$ cat src/rtl/pc_branch_unit_pkg.sv
`default_nettype none
// ============================================================================
// Module      : pc_branch_unit_pkg
// Description : Shared FSM state encoding and PC increment for the PC stage.
// Revision    : 1.0 - initial release
// ============================================================================
package pc_branch_unit_pkg;

    typedef enum logic [1:0] {
        ST_IDLE   = 2'd0,
        ST_FETCH  = 2'd1,
        ST_DECIDE = 2'd2,
        ST_HALTED = 2'd3
    } state_t;

    localparam int PC_INCR = 4;

endpackage : pc_branch_unit_pkg
`default_nettype wire

$ cat src/rtl/pc_next_sel.sv
`default_nettype none
// ============================================================================
// Module      : pc_next_sel
// Description : Combinational next-PC adder/mux (pc+4, branch, jump targets).
// Revision    : 1.0 - initial release
// ============================================================================
module pc_next_sel
    import pc_branch_unit_pkg::*;
#(
    parameter int ADDR_W = 32
) (
    input  logic [ADDR_W-1:0] pc,
    input  logic              branch,
    input  logic              bne,
    input  logic              zero,
    input  logic              jump,
    input  logic [25:0]       jump_index,
    input  logic [ADDR_W-1:0] offset_sl2,
    output logic [ADDR_W-1:0] pc_plus4,
    output logic [ADDR_W-1:0] next_pc,
    output logic              take
);

    logic [ADDR_W-1:0] w_br_target;
    logic [ADDR_W-1:0] w_jmp_target;
    logic [ADDR_W-1:0] w_sel;
    logic              w_taken;

    assign pc_plus4     = pc + ADDR_W'(PC_INCR);
    assign w_br_target  = pc_plus4 + offset_sl2;
    // Region bits above the 28-bit jump window are inherited from pc+4.
    assign w_jmp_target = {pc_plus4[ADDR_W-1:28], jump_index, 2'b00};
    assign w_taken      = branch & (zero ^ bne);
    assign take         = jump | w_taken;

    always_comb begin
        w_sel = pc_plus4;
        if (jump) begin
            w_sel = w_jmp_target;
        end else if (w_taken) begin
            w_sel = w_br_target;
        end
    end

    // Keep the PC word aligned even if the offset carries stray low bits.
    assign next_pc = {w_sel[ADDR_W-1:2], 2'b00};

endmodule : pc_next_sel
`default_nettype wire

$ cat src/rtl/pc_branch_unit.sv
`default_nettype none
// ============================================================================
// Module      : pc_branch_unit
// Description : PC register, fetch/decide sequencer and taken-branch counter.
// Revision    : 1.0 - initial release
// ============================================================================
module pc_branch_unit
    import pc_branch_unit_pkg::*;
#(
    parameter int                ADDR_W   = 32,
    parameter logic [ADDR_W-1:0] RESET_PC = '0,
    parameter int                CNT_W    = 16
) (
    input  logic              clk,
    input  logic              reset,
    output logic              imem_req,
    output logic [ADDR_W-1:0] imem_addr,
    input  logic              imem_ack,
    input  logic              dec_valid,
    input  logic              branch,
    input  logic              bne,
    input  logic              zero,
    input  logic              jump,
    input  logic [25:0]       jump_index,
    input  logic [ADDR_W-1:0] offset_sl2,
    input  logic              halt,
    output logic [ADDR_W-1:0] pc,
    output logic [ADDR_W-1:0] pc_plus4,
    output logic              branch_taken,
    output logic [CNT_W-1:0]  taken_count
);

    state_t            r_state;
    state_t            w_state_next;
    logic              w_pc_load;
    logic [ADDR_W-1:0] r_pc;
    logic [ADDR_W-1:0] w_next_pc;
    logic              w_take;
    logic              r_branch_taken;
    logic [CNT_W-1:0]  r_taken_count;

    pc_next_sel #(
        .ADDR_W(ADDR_W)
    ) u_next_sel (
        .pc         (r_pc),
        .branch     (branch),
        .bne        (bne),
        .zero       (zero),
        .jump       (jump),
        .jump_index (jump_index),
        .offset_sl2 (offset_sl2),
        .pc_plus4   (pc_plus4),
        .next_pc    (w_next_pc),
        .take       (w_take)
    );

    always_comb begin
        w_state_next = r_state;
        w_pc_load    = 1'b0;
        case (r_state)
            ST_IDLE:   w_state_next = ST_FETCH;
            ST_FETCH:  if (imem_ack) w_state_next = ST_DECIDE;
            ST_DECIDE: begin
                if (dec_valid) begin
                    w_pc_load    = 1'b1;
                    w_state_next = halt ? ST_HALTED : ST_FETCH;
                end
            end
            ST_HALTED: w_state_next = ST_HALTED;
            default:   w_state_next = ST_IDLE;
        endcase
    end

    always_ff @(posedge clk) begin
        if (reset) begin
            r_state        <= ST_IDLE;
            r_pc           <= RESET_PC;
            r_branch_taken <= 1'b0;
            r_taken_count  <= '0;
        end else begin
            r_state        <= w_state_next;
            r_branch_taken <= w_pc_load & w_take;
            if (w_pc_load) begin
                r_pc <= w_next_pc;
            end
            // Saturate rather than wrap so the statistic never under-reports.
            if (w_pc_load && w_take && (r_taken_count != '1)) begin
                r_taken_count <= r_taken_count + CNT_W'(1);
            end
        end
    end

    assign imem_req     = (r_state == ST_FETCH);
    assign imem_addr    = r_pc;
    assign pc           = r_pc;
    assign branch_taken = r_branch_taken;
    assign taken_count  = r_taken_count;

endmodule : pc_branch_unit
`default_nettype wire
$ cat config.mk
export PLATFORM = sky130hd
export DESIGN_NAME = pc_branch_unit
export DESIGN_NICKNAME = d
export VERILOG_FILES = /design/src/rtl/pc_branch_unit_pkg.sv /design/src/rtl/pc_next_sel.sv /design/src/rtl/pc_branch_unit.sv
export SDC_FILE = /design/constraint.sdc
export NUM_CORES = 1
export LEC_CHECK = 0
export ABC_AREA = 0
export CAP_MARGIN = 20
export CORE_MARGIN = 8
export CORE_UTILIZATION = 35
export DETAILED_ROUTE_END_ITERATION = 10
export MAX_ROUTING_LAYER = met4
export PLACE_DENSITY = 0.64
export SYNTH_ARGS = -nofsm -noshare
export SYNTH_HDL_FRONTEND = slang
export SYNTH_HIERARCHICAL = 1
export SYNTH_SLANG_ARGS = --single-unit
$ cat constraint.sdc
create_clock -name clk -period 3.9 [get_ports clk]
set_input_delay 0.975 -clock clk [delete_from_list [all_inputs] [get_ports clk]]
set_output_delay 0.975 -clock clk [all_outputs]
set_load 0.005 [all_outputs]
# Word-level counts from Yosys, hierarchy flattened

Cells that the tools add are included.

Add/sub/neg operators: 3
Eq/ne operators: 6
Mux-type cells: 8
Bitwise gates (word level): 4
Reductions and logical operators: 4

Operator list:

| kind                    | count |
|---|---|
| $mux W32                | 2 |
| $add A32 B3 Y32 const B | 1 |
| $add A32 B32 Y32        | 1 |
| $add A16 B1 Y16 const B | 1 |
| $ne A16 B16 Y1 const B  | 1 |
| $pmux W2 S4             | 1 |
| $mux W2                 | 3 |
| $eq A2 B2 Y1 const B    | 2 |
| $and A1 B1 Y1           | 2 |
| $eq A2 B1 Y1 const B    | 1 |
| $logic_and A1 B1 Y1     | 2 |
| $logic_not A2 Y1        | 1 |
| $mux W1                 | 2 |
| $ne A2 B1 Y1 const B    | 1 |
| $ne A2 B2 Y1 const B    | 1 |
| $reduce_and A2 Y1       | 1 |
| $or A1 B1 Y1            | 1 |
| $xor A1 B1 Y1           | 1 |

Register bits: 49
Bits of input ports: 67
Output and inout bits: 114
Logic and storage cells: 29

# Logic depth before layout (Yosys ltp)

Gate-level depths: netlist (run 1).

Depth after elaboration: 5
Gate-level depth with buffers: 18

# Modules after synthesis

The synthesis (run 1) kept the hierarchy.

Modules (own cells, without submodules):

| module         | times used | cells an instance | area an instance (µm²) | sequential area each (µm²) |
|---|---|---|---|---|
| pc_next_sel    | 1          | 441               | 2967.8                 | 0.0 |
| pc_branch_unit | 1          | 284               | 2265.9                 | 1021.0 |

# Worst setup path after synthesis (run 1)

Ideal clock, no wire load.

Kind: register to register
Start point: register r_pc[8], in the netlist imem_addr[8]
End point: register r_pc[31], in the netlist imem_addr[31]
Setup time: 0.070 ns
Arrival: 3.343 ns
Required time: 3.830 ns
Path slack: 0.487 ns
Cell stages (with the launch flop): 19
Buffers on the path: 1
Period minus slack after synthesis: 3.413 ns
Cell sequence: dfxtp_1 -> and4_1 -> nand4_1 -> nor2_2 -> and2_1 -> and3_1 -> xor2_1 -> ha_1 -> clkbuf_1 -> and3_1 -> and3_1 -> nand2_1 -> o221ai_1 -> nor3_1 -> xnor2_1 -> a21oi_1 -> a31oi_1 -> nand2_1 -> a21oi_1

Cells in the longest elaborated chain, start to end: 4

Ends and longest elaborated chain:

| what                   | RTL line             | text |
|---|---|---|
| from (decl)            | pc_branch_unit.sv:36 | `logic [ADDR_W-1:0] r_pc;` |
| from (signal assigned) | pc_branch_unit.sv:84 | `r_pc <= w_next_pc;` |
| $add A32 B3 Y32        | pc_next_sel.sv:29    | `assign pc_plus4 = pc + ADDR_W'(PC_INCR);` |
| net pc_plus4[27]       | pc_branch_unit.sv:28 | `output logic [ADDR_W-1:0] pc_plus4,` |
| $add A32 B32 Y32       | pc_next_sel.sv:30    | `assign w_br_target = pc_plus4 + offset_sl2;` |
| $mux W32               | pc_next_sel.sv:40    | `end else if (w_taken) begin` |
| $mux W32               | pc_next_sel.sv:38    | `if (jump) begin` |
| net w_next_pc[31]      | pc_branch_unit.sv:37 | `logic [ADDR_W-1:0] w_next_pc;` |

The timed path passes the listed nets, and every way through them passes these cells.
A chain may end at the register's enable or synchronous reset.

# Worst setup path after layout (run 1)

Start point: register r_pc[11], in the netlist imem_addr[11]
End point: register r_pc[30], in the netlist imem_addr[30]

Cells in the longest elaborated chain, start to end: 4

Ends and longest elaborated chain:

| what              | RTL line |
|---|---|
| $add A32 B3 Y32 * | pc_next_sel.sv:29 |
| $add A32 B32 Y32  | pc_next_sel.sv:30 |
| $mux W32          | pc_next_sel.sv:40 |
| $mux W32 *        | pc_next_sel.sv:38 |
| net w_next_pc[30] | pc_branch_unit.sv:37 |

The timed path passes the listed nets; every way through them passes the cells marked *.

==> results of run 1 <==
==> path summary, 6_finish.rpt <==
path	start	to	slack [ps]	cells past startpoint
max	imem_addr[11]	imem_addr[30]	140	17
min	taken_count[5]	taken_count[5]	500	2
max reg2reg	imem_addr[11]	imem_addr[30]	140	17
min reg2reg	taken_count[5]	taken_count[5]	500	2
==> flip-flops by register name (all words and copies together) (netlist names) <==
signal and flops:
r_state 2, imem_addr 32, taken_count 16, branch_taken 1
==> power breakdown <==
| group | internal, W | total (W) | switching (W) |
|---|---|---|---|
| clock network | 0.000368 | 0.000571 | 0.000204 |
| registers | 0.000529 | 0.000540 | 0.0000112 |
| logic | 0.000210 | 0.000420 | 0.000209 |
| total | 0.00111 | 0.00153 | 0.000424 |
==> cell type report <==
| cell class | count | share of cell area (%) |
|---|---|---|
| diodes | 1 | 0.0332 |
| clock buffers | 5 | 1.66 |
| repair buffers | 231 | 28.9 |
| inverters | 14 | 0.696 |
| flip-flops and latches | 51 | 13.6 |
| multi-input cells | 593 | 51.2 |
| well taps | 184 | 3.05 |
| clock inverters | 3 | 0.895 |
==> routing by layer <==
layer | wire (um) | vias to the layer above | part of all wire [%] | global-route usage, %
li1 | - | 2931 | - | -
met1 | 9110 | 2655 | 46 | 26.1
met2 | 9240 | 200 | 47 | 32.3
met3 | 1130 | 25 | 5.7 | 2.57
met4 | 352 | 0 | 1.8 | 4.52
met5 | 0 | - | 0 | -
==> cells in the final DEF (no fill, tap or decap), types with 4 or more instances in the layout <==
master	count
a211oi_1	7
a21o_1	9
a21oi_1	86
a21oi_2	5
a31oi_1	9
and3_1	11
and4_1	4
buf_4	51
clkbuf_16	5
clkdlybuf4s50_1	179
dfxtp_1	49
ha_1	39
inv_1	13
mux2_2	6
mux2i_1	5
nand2_1	118
nand2b_1	7
nand3_1	12
nand4_1	27
nor2_1	42
nor2b_1	5
nor3_1	10
nor4_1	5
o21a_1	7
o21ai_0	36
o21bai_1	6
o221a_2	4
o31ai_1	5
or3_1	8
xnor2_1	37
xnor2_2	5
xor2_1	12
==> cells by family after synthesis <==
kind of cell    share of synthesized area (%)
fa+ha+maj                                9.32
other cells                            0.0717
buf+inv                                  8.61
flops                                    19.5
compound gates                           25.0
simple gates                             25.6
mux                                      2.89
xor+xnor                                 9.04
==> metrics by stage <==
stage | TNS, ps | util [%] | instances | hold WS, ps
finish | 0 | 51.7 | 1082 | 497
global route | -18.8 | 51.7 | 1082 | 518
CTS | 0 | 51.0 | 1081 | 500
detailed placement | 0 | 49.7 | 1073 | 486
global placement | 0 | 49.7 | 1073 | 492
floorplan | 0 | - | 726 | 481
==> timing repair <==
item	4_1_cts	5_1_grt
resized for setup	0	24
endpoints found under the hold margin	0	0
hold buffers	0	0
endpoints found under the setup margin	0	17
==> worst reg2reg max path, cell delays in order, from the launching register on <==
cell,delay (ps)
dfxtp_2,380
and4_2,280
nand4_1,200
nor2_2,240
and2_4,190
and3_1,180
xor2_1,250
ha_1,290
buf_4,170
a21o_1,180
a211o_1,330
nor3_1,310
o31ai_2,150
o221ai_1,110
xor2_1,170
a21oi_1,80
nand2_1,60
a21oi_1,60
==> metrics.md, run 1 <==
| Metric | Value |
|---|---|
| Status | `completed` |
| Synth async-reset ratio | `0%` |
| Clock Latency Late Sink | `290 ps` |
| Total global-route track usage | `between 20% and 30%` |
| Starting Density | `between 30% and 40%` |
| Vias in the first global route | `approximately 5500` |
| FILL cells | `between 1000 and 1500` |
| Post-route ant nets | `0` |
| Final net count | `around 1000` |
| Ys flop type | `dfxtp_1` |
| Power Total | `between 0.0015 and 0.002 W` |
| Total grt overflow | `0` |
| CORE AREA | `14600 sq um` |
| Max-Cap Viols | `0` |
| Crit Path Max Fanout | `8` |
| Static leakage | `just under 3 nW` |
| Place WS | `between 40 and 50 ps` |
| Final Skew | `about 5.5 ps` |
| Fmax | `266 MHz` |
| CP bufs+invs | `1` |
| YS warnings | `6` |
| Max incr delay on CP | `~380 ps` |
| Layout cells sized above 1 | `between 10% and 20%` |
| Pin count of the biggest net entering global routing | `40` |
| CTS tree | `yes` |
| Headroom to the max-slew limit | `around 50%` |
| Placed Area | `about 7300 sq um` |
| Post-synth EDFFs | `0` |
| Maximum level of the CTS H-tree | `2` |
| DIE AREA | `between 15000 and 20000 sq um` |
| Die Span X | `~140 um` |
| GPL Wtd Cong | `between 0.9 and 1` |
| Routed len/inst | `~18 um` |
| Worst-path clk slew | `roughly 70 ps` |
| Register area | `1020 sq um` |
| Area leader, netlist | `dfxtp_1` |
| WL final | `about 20 mm` |
| Count leader, synth | `nand2_1` |
| Post-DP HPWL | `around 16 mm` |
| Worst-margin pin slew | `around 740 ps` |
| CP Data Required Time | `a little over 4000 ps` |
| Setup violations, final | `0` |
| Placement Rows | `44` |
| Synth Register Bits | `51` |
| Post-Syn Area | `about 5200 sq um` |
| CP cell instances | `and4_2 > nand4_1 > nor2_2 > and2_4 > and3_1 > xor2_1 > ha_1 > buf_4 > a21o_1 > a211o_1 > nor3_1 > o31ai_2 > o221ai_1 > xor2_1 > a21oi_1 > nand2_1 > a21oi_1` |
| Root Buffer | `clkbuf_16` |
| Mapped Avg Cell Area | `around 7.2 sq um` |
| Critical Path End Type | `flip-flop` |
| CP Launch Type | `flip-flop` |
| Max-slew violation count | `0` |
| Synth top area cells | `dfxtp_1 20%, ha_1 9.3%, nand2_1 8.5%` |
| Port Buffers | `180` |
| Distinct cell type count of the synthesized netlist | `between 60 and 70` |
| Worst min-delay path class | `reg -> reg` |
| Ports | `around 180` |
| Top delay family on crit path | `simple AND/OR/NAND/NOR gates` |
| Min cycle time layout | `between 3000 and 4000 ps` |
| Global-route wire length before repair | `30.9 mm` |
| Fin area | `around 7500 sq um` |
| 1st-iter DRT viols | `between 500 and 600` |
| Sequential-to-total area share from yosys stat | `around a fifth` |
| Area occupied by multi-input gates | `3870 sq um` |
| Mapped Cells | `roughly 730` |
| Critical path class | `reg -> reg` |
| Worst IR Drop VDD | `approximately 0.22 mV` |
| CTS Buf Count | `5` |
| Final worst-path cycle share | `96.4%` |
| PD cells | `approximately 200 nW/um^2` |
| Worst Setup Slack, final | `139 ps` |
| Clock buffer depth | `2` |
| Post-CTS Setup Bufs | `0` |
| Synth top cells by count | `118 x nand2_1, 87 x a21oi_1, 51 x dfxtp_1, 44 x nor2_1, 42 x xnor2_1` |
| Die height | `around 140 um` |
| First-pass DRT Iterations | `5` |
| Post-route DRC | `0` |
| CTS Sinks | `between 50 and 60` |
| Via density | `approximately 5.4` |
| Layout area overhead | `44.2%` |
| Critical path data arrival time | `between 3000 and 4000 ps` |
| Slowest CP cell | `dfxtp_2` |
| Initial antenna violation count | `1` |
| Final number of hold-violating endpoints | `0` |
| Vias | `5811` |
| Top-area cell type share of the netlist area | `approximately a fifth` |
Note: power is estimated with default switching activity, not from simulation.
==> run 2: changes to the inputs <==
--- a/config.mk
+++ b/config.mk
@@ -10,6 +10,7 @@
 export CORE_MARGIN = 8
 export CORE_UTILIZATION = 35
 export DETAILED_ROUTE_END_ITERATION = 10
+export HOLD_SLACK_MARGIN = 0.1
 export MAX_ROUTING_LAYER = met4
 export PLACE_DENSITY = 0.64
 export SYNTH_ARGS = -nofsm -noshare
==> constraint.sdc (replaced) <==
create_clock -name clk -period 3.9 [get_ports clk]
set_input_delay 0.78 -clock clk [delete_from_list [all_inputs] [get_ports clk]]
set_output_delay 0.78 -clock clk [all_outputs]
set_load 0.005 [all_outputs]
==> metrics.md, run 2 (synthesized netlist as in run 1, its figures left out) <==
| Metric | Value |
|---|---|
| Routed len/inst | `around 19 um` |
| Sequential Power Share | `about two fifths` |
| Worst Setup Slack, final | `247 ps` |
| Placed instance count | `between 1000 and 1500` |
| Sw frac | `31.0%` |
| Max-Cap Viols | `0` |
| Worst IR Drop VDD | `roughly 0.22 mV` |
| Critical path class | `reg -> reg` |
| Layout cells sized above 1 | `a little under an eighth` |
| Post-DP HPWL | `between 15 and 20 mm` |
| Net switching power | `around 0.00044 W` |
| Place WS | `between 100 and 150 ps` |
| Finished Layout Cells | `1080` |
| Final Util | `51.3%` |
| WL met2 | `9.49 mm` |
| Crit Path Max Fanout | `5` |
| Fmax | `approximately 270 MHz` |
| Total global-route track usage | `roughly a fifth` |
| Post-route DRC | `0` |
| GPL Wtd Cong | `slightly below 1` |
| Placed Area | `roughly 7200 sq um` |
| Fin area | `between 7000 and 8000 sq um` |
| Top sig layer | `met4` |
| Int Pwr | `just under 0.001 W` |
| WL final | `just over 20 mm` |
| First-pass DRT Iterations | `5` |
| Total grt overflow | `0` |
| CTS tree | `yes` |
| Final worst-path cycle share | `roughly 94%` |
| Port Buffers | `180` |
| Commonest non-fill, non-tap cells in the layout | `179 x clkdlybuf4s50_1, 118 x nand2_1, 86 x a21oi_1, 51 x dfxtp_1, 49 x buf_4` |
| CORE AREA | `approximately 15000 sq um` |
| Critical path data arrival time | `slightly below 4000 ps` |
| Combinational share of power | `~30%` |
| Clock buffer depth | `2` |
| Placement Rows | `44` |
| 1st-iter DRT viols | `about 450` |
| CTS Buf Count | `5` |
| CP Launch Type | `flip-flop` |
| Min cycle time layout | `3650 ps` |
| Clock power frac | `between 30% and 40%` |
| Initial antenna violation count | `1` |
| Layout area overhead | `43.0%` |
| Final Skew | `approximately 4.6 ps` |
| Die Span X | `around 140 um` |
| Hold WS | `501 ps` |
| PD cells | `189 nW/um^2` |
| CTS Sinks | `just over 50` |
| Worst min-delay path class | `reg -> reg` |
| CP Data Required Time | `approximately 4100 ps` |
| Detail Route met3 WL | `slightly above 1 mm` |
| WL met1 | `slightly above 9 mm` |
| Status | `completed` |
| Global-route wire length before repair | `roughly 31 mm` |
| Pin count of the biggest net entering global routing | `54` |
| Setup violations, final | `0` |
| Max-slew violation count | `0` |
| Vias in the first global route | `5650` |
| Vias | `5939` |
| Maximum level of the CTS H-tree | `2` |
| Headroom to the max-slew limit | `31.2%` |
| Root Buffer | `clkbuf_16` |
| DIE AREA | `roughly 19000 sq um` |
| Worst-margin pin slew | `1030 ps` |
| Via density | `5.50` |
| Ports | `approximately 180` |
| Max reg flops | `32` |
| Commonest non-fill, non-tap cell in the layout | `clkdlybuf4s50_1` |
| Final number of hold-violating endpoints | `0` |
| Critical Path End Type | `flip-flop` |
| Worst-path clk slew | `~70 ps` |
| Cts hold-fix bufs | `0` |
| Final net count | `1000` |
| Die height | `138 um` |
| FILL cells | `1428` |
| Starting Density | `35.9%` |
| Clock Latency Late Sink | `300 ps` |
| Static leakage | `about 2.8 nW` |
| Post-route ant nets | `0` |
-- run 2: changes by cell type in the layout (fill, tap and decap cells not counted), sizes merged --
cell / previous run / this run
buf: 52 / 50
bufinv: 2 / 0
clkinv: 1 / 2
clkinvlp: 1 / 2
-- run 2: final timing paths --
kind	start	to	slack, ps	depth (start not counted)
setup / recovery	imem_addr[11]	imem_addr[30]	250	16
hold / removal	taken_count[11]	taken_count[11]	500	1
setup reg to reg	imem_addr[11]	imem_addr[30]	250	16
hold reg to reg	taken_count[11]	taken_count[11]	500	1
-- run 2: critical path: stages (launching register included) --
cell,delay [ps]
dfxtp_1,410
and4_2,300
nand4_1,190
nor2_4,180
and2_1,220
nand3_1,110
xnor2_1,150
buf_4,170
ha_1,320
nand2_1,130
or3_1,420
o31ai_1,270
o221ai_1,170
xor2_1,180
a21oi_1,160
nand2_1,60
a21oi_1,120
-- run 2: timing repair --
item,in CTS,in global routing
endpoints found under the setup margin,0,10
setup buffers,0,2
gates resized for setup,0,21
-- run 2: power groups by stage --
| stage | registers [W] | clock network, W | logic [W] |
|---|---|---|---|
| after floorplan | 0.000553 | 0 | 0.000222 |
| final | 0.000539 | 0.000453 | 0.000423 |
| after CTS | 0.000539 | 0.000464 | 0.000414 |
| after detailed placement | 0.000551 | 0 | 0.000411 |
| after global placement | 0.000551 | 0 | 0.000413 |
| after global routing | 0.000541 | 0.000483 | 0.000458 |
-- run 2: stage by stage --
stage          total power [W]  setup TNS, ps
2_1_floorplan         0.000775              0
3_3_place_gp          0.000964              0
4_1_cts                0.00142              0
6_report               0.00142              0
5_1_grt                0.00148          -15.1
3_5_place_dp          0.000962              0
-- run 2: layer usage --
metal  vias up  track usage [%]
met5         -                -
met4         0             7.09
met3        33             2.67
met2       213             32.9
met1      2771             25.9
li1       2922                -
-- run 2: area by class of cell --
| cell class | count | area (sq um) | share of cell area (%) |
|---|---|---|---|
| Sequential cell | 51 | 1020 | 13.6 |
| Inverter | 14 | 52.6 | 0.702 |
| Antenna cell | 1 | 2.50 | 0.0334 |
| Multi-Input combinational cell | 593 | 3870 | 51.7 |
| Clock buffer | 5 | 125 | 1.67 |
| Tap cell | 184 | 230 | 3.08 |
| Clock inverter | 3 | 20.0 | 0.268 |
| Timing Repair Buffer | 229 | 2160 | 28.9 |
==> run 3: changes to the inputs <==
--- a/config.mk
+++ b/config.mk
@@ -5,7 +5,6 @@
 export SDC_FILE = /design/constraint.sdc
 export NUM_CORES = 1
 export LEC_CHECK = 0
-export ABC_AREA = 0
 export CAP_MARGIN = 20
 export CORE_MARGIN = 8
 export CORE_UTILIZATION = 35
==> results of run 3 <==
Same layout as run 2: the final DEF is identical, and so are final timing and power.
